--- src/rtl/prefetch_pkg.sv ---
// rtl/prefetch_pkg.sv - shared types, constants and line-align helper for the prefetch MSHR
package prefetch_pkg;

  localparam int unsigned DEF_ADDR_W     = 64;
  localparam int unsigned DEF_LINE_BYTES = 8;
  localparam int unsigned DEF_DEPTH      = 4;
  localparam int unsigned DEF_DISTANCE   = 8;
  localparam int unsigned DEF_TAG_W      = 4;
  localparam logic [63:0] DEF_RESET_PC   = 64'd0;

  // Entries are stored at maximum widths; users slice down to their parameters.
  localparam int unsigned MAX_ADDR_W = 64;
  localparam int unsigned MAX_TAG_W  = 8;

  localparam logic [MAX_TAG_W-1:0] TAG_NONE = '0;

  typedef struct packed {
    logic                  valid;
    logic                  stale;
    logic [MAX_TAG_W-1:0]  tag;
    logic [MAX_ADDR_W-1:0] addr;
  } mshr_entry_t;

  function automatic logic [MAX_ADDR_W-1:0] line_align(input logic [MAX_ADDR_W-1:0] a,
                                                       input int unsigned line_bytes);
    return a & ~(MAX_ADDR_W'(line_bytes) - 64'd1);
  endfunction

endpackage

--- src/rtl/prefetch_mshr_table.sv ---
// rtl/prefetch_mshr_table.sv - MSHR entry array: lowest-free pick, tag match, stale marking
module prefetch_mshr_table
  import prefetch_pkg::*;
#(
  parameter int unsigned ADDR_W = DEF_ADDR_W,
  parameter int unsigned DEPTH  = DEF_DEPTH,
  parameter int unsigned TAG_W  = DEF_TAG_W
) (
  input  logic              clock,
  input  logic              reset,
  input  logic              redirect_i,
  input  logic              alloc_i,
  input  logic [TAG_W-1:0]  alloc_tag_i,
  input  logic [ADDR_W-1:0] alloc_addr_i,
  input  logic [TAG_W-1:0]  fill_tag_i,
  output logic              free_avail_o,
  output logic              fill_hit_o,
  output logic              fill_stale_o,
  output logic [ADDR_W-1:0] fill_addr_o,
  output logic              busy_o
);

  localparam int unsigned IDX_W = (DEPTH > 1) ? $clog2(DEPTH) : 1;

  mshr_entry_t          entry_q [DEPTH];
  mshr_entry_t          entry_d [DEPTH];
  logic                 free_found;
  logic [IDX_W-1:0]     free_idx;
  logic                 hit;
  logic [IDX_W-1:0]     hit_idx;
  logic                 any_valid;

  always_comb begin
    free_found = 1'b0;
    free_idx   = '0;
    for (int i = DEPTH - 1; i >= 0; i--) begin
      if (!entry_q[i].valid) begin
        free_found = 1'b1;
        free_idx   = IDX_W'(i);
      end
    end
    hit       = 1'b0;
    hit_idx   = '0;
    any_valid = 1'b0;
    for (int i = 0; i < DEPTH; i++) begin
      any_valid = any_valid | entry_q[i].valid;
      if (MAX_TAG_W'(fill_tag_i) != TAG_NONE && entry_q[i].valid &&
          entry_q[i].tag == MAX_TAG_W'(fill_tag_i)) begin
        hit     = 1'b1;
        hit_idx = IDX_W'(i);
      end
    end
  end

  assign free_avail_o = free_found;
  assign fill_hit_o   = hit;
  assign fill_stale_o = entry_q[hit_idx].stale;
  assign fill_addr_o  = entry_q[hit_idx].addr[ADDR_W-1:0];
  assign busy_o       = any_valid;

  // Fill-free happens before allocation so a just-freed slot is never reused in the same cycle.
  always_comb begin
    for (int i = 0; i < DEPTH; i++) begin
      entry_d[i] = entry_q[i];
      if (hit && hit_idx == IDX_W'(i)) entry_d[i].valid = 1'b0;
      if (redirect_i && entry_d[i].valid) entry_d[i].stale = 1'b1;
    end
    if (alloc_i && free_found) begin
      entry_d[free_idx].valid = 1'b1;
      entry_d[free_idx].stale = redirect_i;
      entry_d[free_idx].tag   = MAX_TAG_W'(alloc_tag_i);
      entry_d[free_idx].addr  = MAX_ADDR_W'(alloc_addr_i);
    end
  end

  always_ff @(posedge clock) begin
    if (reset) begin
      for (int i = 0; i < DEPTH; i++) entry_q[i] <= '0;
    end else begin
      for (int i = 0; i < DEPTH; i++) entry_q[i] <= entry_d[i];
      if (alloc_i) begin
        for (int i = 0; i < DEPTH; i++) begin
          assert (!(entry_q[i].valid && !(hit && hit_idx == IDX_W'(i)) &&
                    entry_q[i].tag == MAX_TAG_W'(alloc_tag_i)))
            else $error("duplicate MSHR tag allocated");
        end
      end
    end
  end

endmodule

--- src/rtl/prefetch_mshr.sv ---
// rtl/prefetch_mshr.sv - instruction prefetcher with MSHR tracking; PREFETCH_STATS_EN adds counters
module prefetch_mshr
  import prefetch_pkg::*;
#(
  parameter int unsigned       ADDR_W     = DEF_ADDR_W,
  parameter int unsigned       LINE_BYTES = DEF_LINE_BYTES,
  parameter int unsigned       DEPTH      = DEF_DEPTH,
  parameter int unsigned       DISTANCE   = DEF_DISTANCE,
  parameter int unsigned       TAG_W      = DEF_TAG_W,
  parameter logic [ADDR_W-1:0] RESET_PC   = ADDR_W'(DEF_RESET_PC)
) (
  input  logic              clock,
  input  logic              reset,
  input  logic [ADDR_W-1:0] fetch_pc,
  input  logic [ADDR_W-1:0] next_pc,
  input  logic              load_request,
  input  logic              store_request,
  input  logic              mem_grant,
  input  logic [TAG_W-1:0]  mem_response,
  input  logic [TAG_W-1:0]  mem_tag,
  input  logic [63:0]       mem_data,
  output logic              pf_request,
  output logic [ADDR_W-1:0] pf_addr,
  output logic              pf_fill_valid,
  output logic [ADDR_W-1:0] pf_fill_addr,
  output logic [63:0]       pf_fill_data,
  output logic              pf_busy
`ifdef PREFETCH_STATS_EN
  ,
  output logic [31:0]       stat_issued,
  output logic [31:0]       stat_filled,
  output logic [31:0]       stat_squashed
`endif
);

  localparam logic [ADDR_W-1:0] LINE_STEP = ADDR_W'(LINE_BYTES);
  localparam logic [ADDR_W-1:0] LEAD_MAX  = ADDR_W'(DISTANCE * LINE_BYTES);
  localparam logic [ADDR_W-1:0] PTR_RESET =
    ADDR_W'(line_align(MAX_ADDR_W'(RESET_PC), LINE_BYTES)) + LINE_STEP;

  logic [ADDR_W-1:0] pf_ptr_q, pf_ptr_d;
  logic [ADDR_W-1:0] align_fetch, align_next, lead;
  logic              redirect, accept, free_avail;
  logic              fill_hit, fill_stale;
  logic [ADDR_W-1:0] fill_addr;
  logic              fill_valid_q;
  logic [ADDR_W-1:0] fill_addr_q;
  logic [63:0]       fill_data_q;

  assign align_fetch = ADDR_W'(line_align(MAX_ADDR_W'(fetch_pc), LINE_BYTES));
  assign align_next  = ADDR_W'(line_align(MAX_ADDR_W'(next_pc), LINE_BYTES));
  assign redirect    = (next_pc != fetch_pc) && (next_pc != fetch_pc + LINE_STEP);
  assign lead        = pf_ptr_q - align_fetch;

  assign pf_request = !reset && !redirect && !load_request && !store_request &&
                      free_avail && (lead < LEAD_MAX);
  assign pf_addr    = pf_ptr_q;
  assign accept     = pf_request && mem_grant && (mem_response != '0);

  always_comb begin
    pf_ptr_d = pf_ptr_q;
    if (redirect)    pf_ptr_d = align_next + LINE_STEP;
    else if (accept) pf_ptr_d = pf_ptr_q + LINE_STEP;
  end

  prefetch_mshr_table #(
    .ADDR_W (ADDR_W),
    .DEPTH  (DEPTH),
    .TAG_W  (TAG_W)
  ) u_table (
    .clock        (clock),
    .reset        (reset),
    .redirect_i   (redirect),
    .alloc_i      (accept),
    .alloc_tag_i  (mem_response),
    .alloc_addr_i (pf_ptr_q),
    .fill_tag_i   (mem_tag),
    .free_avail_o (free_avail),
    .fill_hit_o   (fill_hit),
    .fill_stale_o (fill_stale),
    .fill_addr_o  (fill_addr),
    .busy_o       (pf_busy)
  );

  always_ff @(posedge clock) begin
    if (reset) begin
      pf_ptr_q     <= PTR_RESET;
      fill_valid_q <= 1'b0;
      fill_addr_q  <= '0;
      fill_data_q  <= '0;
    end else begin
      pf_ptr_q     <= pf_ptr_d;
      fill_valid_q <= fill_hit && !fill_stale;
      if (fill_hit && !fill_stale) begin
        fill_addr_q <= fill_addr;
        fill_data_q <= mem_data;
      end
    end
  end

  assign pf_fill_valid = fill_valid_q;
  assign pf_fill_addr  = fill_addr_q;
  assign pf_fill_data  = fill_data_q;

`ifdef PREFETCH_STATS_EN
  logic [31:0] issued_q, filled_q, squashed_q;

  always_ff @(posedge clock) begin
    if (reset) begin
      issued_q   <= '0;
      filled_q   <= '0;
      squashed_q <= '0;
    end else begin
      if (accept && issued_q != '1) issued_q <= issued_q + 32'd1;
      if (fill_hit && !fill_stale && filled_q != '1) filled_q <= filled_q + 32'd1;
      if (fill_hit && fill_stale && squashed_q != '1) squashed_q <= squashed_q + 32'd1;
    end
  end

  assign stat_issued   = issued_q;
  assign stat_filled   = filled_q;
  assign stat_squashed = squashed_q;
`endif

endmodule

--- config.mk ---
export PLATFORM = sky130hd
export DESIGN_NAME = prefetch_mshr
export DESIGN_NICKNAME = d
export VERILOG_FILES = /design/src/rtl/prefetch_pkg.sv /design/src/rtl/prefetch_mshr_table.sv /design/src/rtl/prefetch_mshr.sv
export SDC_FILE = /design/constraint.sdc
export NUM_CORES = 1
export LEC_CHECK = 0
export BUFFER_PORTS_ARGS = -buffer_cell sky130_fd_sc_hd__buf_2
export CAP_MARGIN = 20
export CORE_UTILIZATION = 50
export DETAILED_ROUTE_END_ITERATION = 10
export GPL_ROUTABILITY_DRIVEN = 1
export HOLD_SLACK_MARGIN = 0.03
export PLACE_DENSITY = 0.77
export SETUP_SLACK_MARGIN = 0.15
export SYNTH_ARGS = -nofsm -noshare
export SYNTH_HDL_FRONTEND = slang
export SYNTH_SLANG_ARGS = --single-unit
--- constraint.sdc ---
create_clock -name clock -period 17.9 [get_ports clock]
set_clock_uncertainty 0.2 [all_clocks]
set_input_delay 0.895 -clock clock [delete_from_list [all_inputs] [get_ports clock]]
set_output_delay 0.895 -clock clock [all_outputs]
set_load 0.1 [all_outputs]
==> Flow_metrics.wiki <==
{| class="wikitable"
! Metric !! Value
|-
| Root buffer cell || sky130_fd_sc_hd__clkbuf_16
|-
| Final Power || 2660 µW
|-
| Residual DRC count || 0
|-
| Maximum cell stage delay along the critical path || 950 ps
|-
| Count of cells resized by post-cts repair || 0
|-
| Number of nets in the final layout || 4157
|-
| Width of the chip || 244 µm
|-
| Count of endpoints failing setup in the final report || 0
|-
| Switching Power || 806 µW
|-
| Reg2reg start || pf_addr[26]
|-
| Quantity of I/O buffers inserted on ports || 396
|-
| Clock transition at the registers of the reported paths || 60 ps
|-
| DIE AREA || 59500 µm²
|-
| Hold Fails Final Rpt || 0
|-
| Summed negative setup slack over all endpoints || 0 ps
|-
| Crit-path cells || ha_1, a21oi_1, o21ai_1, or4_1, o21ai_1, a21oi_1, o31ai_1, xnor2_1, a2111oi_0, nand4_2, nor3_1, buf_2
|-
| Count of TritonRoute iterations in the first routing pass || 6
|-
| Min-delay worst type || reg2reg
|-
| Largest fanout on the critical path || 24
|-
| Met3 usage in global routing || 7.69%
|-
| Average wire per cell in the routed design || 24.8 µm
|-
| Worst slew margin relative to its limit || 25.2%
|-
| Row count || 88
|-
| Area delta synth->final || 13.5%
|-
| Class of the most critical setup path || reg2out
|-
| Placeable core region || 57800 µm²
|-
| Vertical die dimension || 244 µm
|-
| Boundary Pins || 400
|-
| Final critical delay including setup and external delays || 8250 ps
|-
| Worst ir drop on vdd || 72.8 µV
|-
| Run status || complete, no violations
|-
| Number of DRC markers after the initial detailed-route iteration || 3462
|-
| Yosys cell types || 85
|-
| GRT met1 Usage || 51.7%
|-
| Fraction of final layout cells with drive strength greater than 1 || 15.1%
|-
| Most used standard cells in the synthesized netlist || 518 x sky130_fd_sc_hd__nor2_1, 486 x sky130_fd_sc_hd__dfxtp_1, 321 x sky130_fd_sc_hd__nand2_1
|-
| Count of vias placed by the detailed router || 29800
|-
| Pin count of the biggest net entering global routing || 216
|-
| RSZ-0062 raised after global routing || no
|-
| Hold buffers post-CTS || 0
|-
| Wire length reported by the detailed router || 116 mm
|-
| Post-synthesis async set-or-reset flop share || 0%
|-
| Vias per std cell || 6.33
|-
| Switching share of total power || 30.3%
|-
| Number of cells on the worst reg-to-reg path || 15
|-
| Worst skew pair latency || 610 ps
|-
| Cts bufs inserted || 50
|-
| Via count of the first global-routing pass || 27800
|-
| Worst setup path startpoint || pf_addr[21]
|-
| Most common flop cell mapped by yosys || sky130_fd_sc_hd__dfxtp_1
|-
| Top-area cell type share of the netlist area || 33.3%
|-
| Cell taking the most area after synthesis || sky130_fd_sc_hd__dfxtp_1
|-
| Power density of the placed cells || 80.2 nW/µm²
|-
| Final Cycle Share || 46.1%
|-
| Setup slack on the worst flop-to-flop path || 10370 ps
|-
| Clk network pwr share || 41.4%
|-
| CP startpoint kind || register
|-
| TritonCTS sink count || 486
|-
| Required time at the endpoint of the critical path || 16810 ps
|-
| Number of max-cap violations || 0
|-
| Synthesized area || 29300 µm²
|-
| Arrival time of the worst setup path || 7150 ps
|-
| Number of setup buffers added after CTS || 0
|-
| Combinational fraction of design power || 16.9%
|-
| CTS tree || built
|-
| CTS max path bufs || 3
|-
| Count of H-tree levels built during CTS || 2
|-
| Placer congestion estimate || 1.10
|-
| Peak-usage layer in the global routing report || met2
|-
| Dominant cells by area after synthesis || sky130_fd_sc_hd__dfxtp_1 33%, sky130_fd_sc_hd__mux2i_1 11%, sky130_fd_sc_hd__nor2_1 6.6%, sky130_fd_sc_hd__nand2_1 4.1%, sky130_fd_sc_hd__xnor2_1 3.8%
|-
| Overall overflow remaining after global route || 0
|-
| Lkg Pwr || 0.0132 µW
|-
| Sum of net half-perimeters after detailed placement || 86.1 mm
|-
| Slew of the pin with the lowest slew margin || 1110 ps
|-
| Endpoint of the worst setup timing path || pf_request
|-
| Portion of the post-synthesis area used by sequential elements || 33.3%
|-
| Antenna violations before repair || 3
|-
| Wire length of the first global-routing pass || 174 mm
|-
| Met2 routing resource usage after global routing || 56.0%
|-
| Count of pins over their slew limit || 0
|-
| Antenna Violating Nets Remaining || 0
|-
| Critical Path Sink Type || output port
|-
| RR Endpoint || u_table.entry_q[3][69]
|-
| Cell with the largest stage delay on the worst path || sky130_fd_sc_hd__nand4_2
|-
| Synth Register Bits || 486
|-
| Synthesized area divided by synthesized cell count || 7.97 µm²
|-
| Total number of yosys warnings || 0
|-
| Part of the power in registers || 41.7%
|-
| Starting utilization of the core area || 50.6%
|-
| Number of enable flip-flop cells after synthesis || 0
|-
| Gate count after technology mapping || 3671
|-
| Most frequent cell after synthesis || sky130_fd_sc_hd__nor2_1
|-
| Cell internal power dissipation || 1860 µW
|-
| Maximum achievable frequency || 121 MHz
|-
| Total global routing track utilization || 37.8%
|}
==> layout make-up <==
class                      instances  area, µm²
sequential                       486       9730
antenna                            4       10.0
tap                              765        957
timing repair buffer             455       2460
clock buffer                      68       1450
fill                            5421      24600
inverter                         104        390
clock inverter                    23        287
multi-input combinational       2794      17900
==> power by group through the flow <==
| stage | registers (µW) | clock network [µW] | logic [µW] |
|---|---|---|---|
| floorplan | 1180 | 0 | 222 |
| global placement | 1130 | 0 | 437 |
| detailed placement | 1130 | 0 | 431 |
| CTS | 1110 | 1110 | 433 |
| global route | 1110 | 1150 | 470 |
| finish | 1110 | 1100 | 451 |
==> layer usage <==
layer | routed length [µm] | up-vias | part of all wire, %
li1 | - | 13600 | -
met1 | 48900 | 14100 | 42
met2 | 49100 | 1706 | 42
met3 | 11700 | 334 | 10
met4 | 6540 | 2 | 5.6
met5 | 10 | - | 0.0086
==> cells by family (layout without fill, tap and decap cells) <==
| group | after synthesis | after routing | synth area share [%] |
|---|---|---|---|
| AO/OA/AOI/OAI | 738 | 738 | 16.7 |
| adder cells (fa/ha/maj) | 61 | 61 | 2.61 |
| multiplexers | 324 | 324 | 11.1 |
| buffers and inverters | 393 | 650 | 5.73 |
| flip-flops | 486 | 486 | 33.3 |
| XOR/XNOR | 210 | 210 | 6.29 |
| other | 1 | 7 | 0.0128 |
| AND/OR/NAND/NOR | 1458 | 1458 | 24.2 |
==> worst max-delay path, delay by kind of cell (launching register included) <==
| kind | cells | cell delay [ps] |
|---|---|---|
| compound gates | 6 | 2510 |
| simple gates | 3 | 2070 |
| flops | 1 | 750 |
| fa+ha+maj | 1 | 520 |
| buf+inv | 1 | 500 |
| xor+xnor | 1 | 170 |
==> stage by stage <==
step / area (µm²) / worst slack, ps / instances / hold WS (ps) / util, %
finish: 33200 / 9650 / 4699 / 247 / 57.4
global route: 33200 / 9420 / 4695 / 266 / 57.4
CTS: 33200 / 9940 / 4694 / 250 / 57.4
detailed placement: 31400 / 9760 / 4603 / 241 / 54.4
global placement: 31400 / 9890 / 4603 / 235 / 54.4
floorplan: 29300 / 10450 / 3673 / 230 / -
==> how the worst min path moves through the flow <==
stage | startpoint | to | slack (ps) | cells after the start
after detailed placement | pf_fill_data[22] | pf_fill_data[22] | 240 | 2
after global placement | pf_fill_data[50] | pf_fill_data[50] | 240 | 2
final | pf_fill_data[41] | pf_fill_data[41] | 250 | 2
after floorplan | u_table.entry_q[0][71] | u_table.entry_q[0][71] | 230 | 1
after CTS | pf_fill_data[41] | pf_fill_data[41] | 250 | 2
after global routing | pf_fill_data[46] | pf_fill_data[46] | 270 | 2
==> placed cells by master, fill, tap and decap left out, types with 9 or more instances in the layout <==
cell type | synthesis | final
sky130_fd_sc_hd__a211oi_1 | 83 | 83
sky130_fd_sc_hd__a21o_1 | 25 | 25
sky130_fd_sc_hd__a21oi_1 | 178 | 178
sky130_fd_sc_hd__a22oi_1 | 78 | 78
sky130_fd_sc_hd__a31oi_1 | 18 | 17
sky130_fd_sc_hd__and2_1 | 43 | 43
sky130_fd_sc_hd__and3_1 | 55 | 55
sky130_fd_sc_hd__and4_1 | 31 | 30
sky130_fd_sc_hd__buf_2 | 35 | 395
sky130_fd_sc_hd__buf_4 | 15 | 57
sky130_fd_sc_hd__clkbuf_16 | 0 | 52
sky130_fd_sc_hd__clkbuf_8 | 0 | 9
sky130_fd_sc_hd__clkinv_2 | 0 | 10
sky130_fd_sc_hd__dfxtp_1 | 486 | 486
sky130_fd_sc_hd__ha_1 | 61 | 61
sky130_fd_sc_hd__inv_1 | 104 | 104
sky130_fd_sc_hd__mux2i_1 | 317 | 317
sky130_fd_sc_hd__nand2_1 | 321 | 321
sky130_fd_sc_hd__nand2b_1 | 19 | 19
sky130_fd_sc_hd__nand3_1 | 91 | 91
sky130_fd_sc_hd__nand4_1 | 130 | 130
sky130_fd_sc_hd__nor2_1 | 518 | 517
sky130_fd_sc_hd__nor3_1 | 80 | 80
sky130_fd_sc_hd__nor4_1 | 73 | 72
sky130_fd_sc_hd__nor4_2 | 9 | 10
sky130_fd_sc_hd__o211ai_1 | 56 | 56
sky130_fd_sc_hd__o21a_1 | 28 | 28
sky130_fd_sc_hd__o21ai_0 | 120 | 120
sky130_fd_sc_hd__o21bai_1 | 16 | 16
sky130_fd_sc_hd__o22ai_1 | 19 | 19
sky130_fd_sc_hd__o31ai_1 | 12 | 12
sky130_fd_sc_hd__or2_2 | 9 | 9
sky130_fd_sc_hd__or3_1 | 22 | 22
sky130_fd_sc_hd__or4_1 | 14 | 14
sky130_fd_sc_hd__xnor2_1 | 126 | 126
sky130_fd_sc_hd__xor2_1 | 84 | 84
Note: power is estimated with default switching activity, not from simulation.
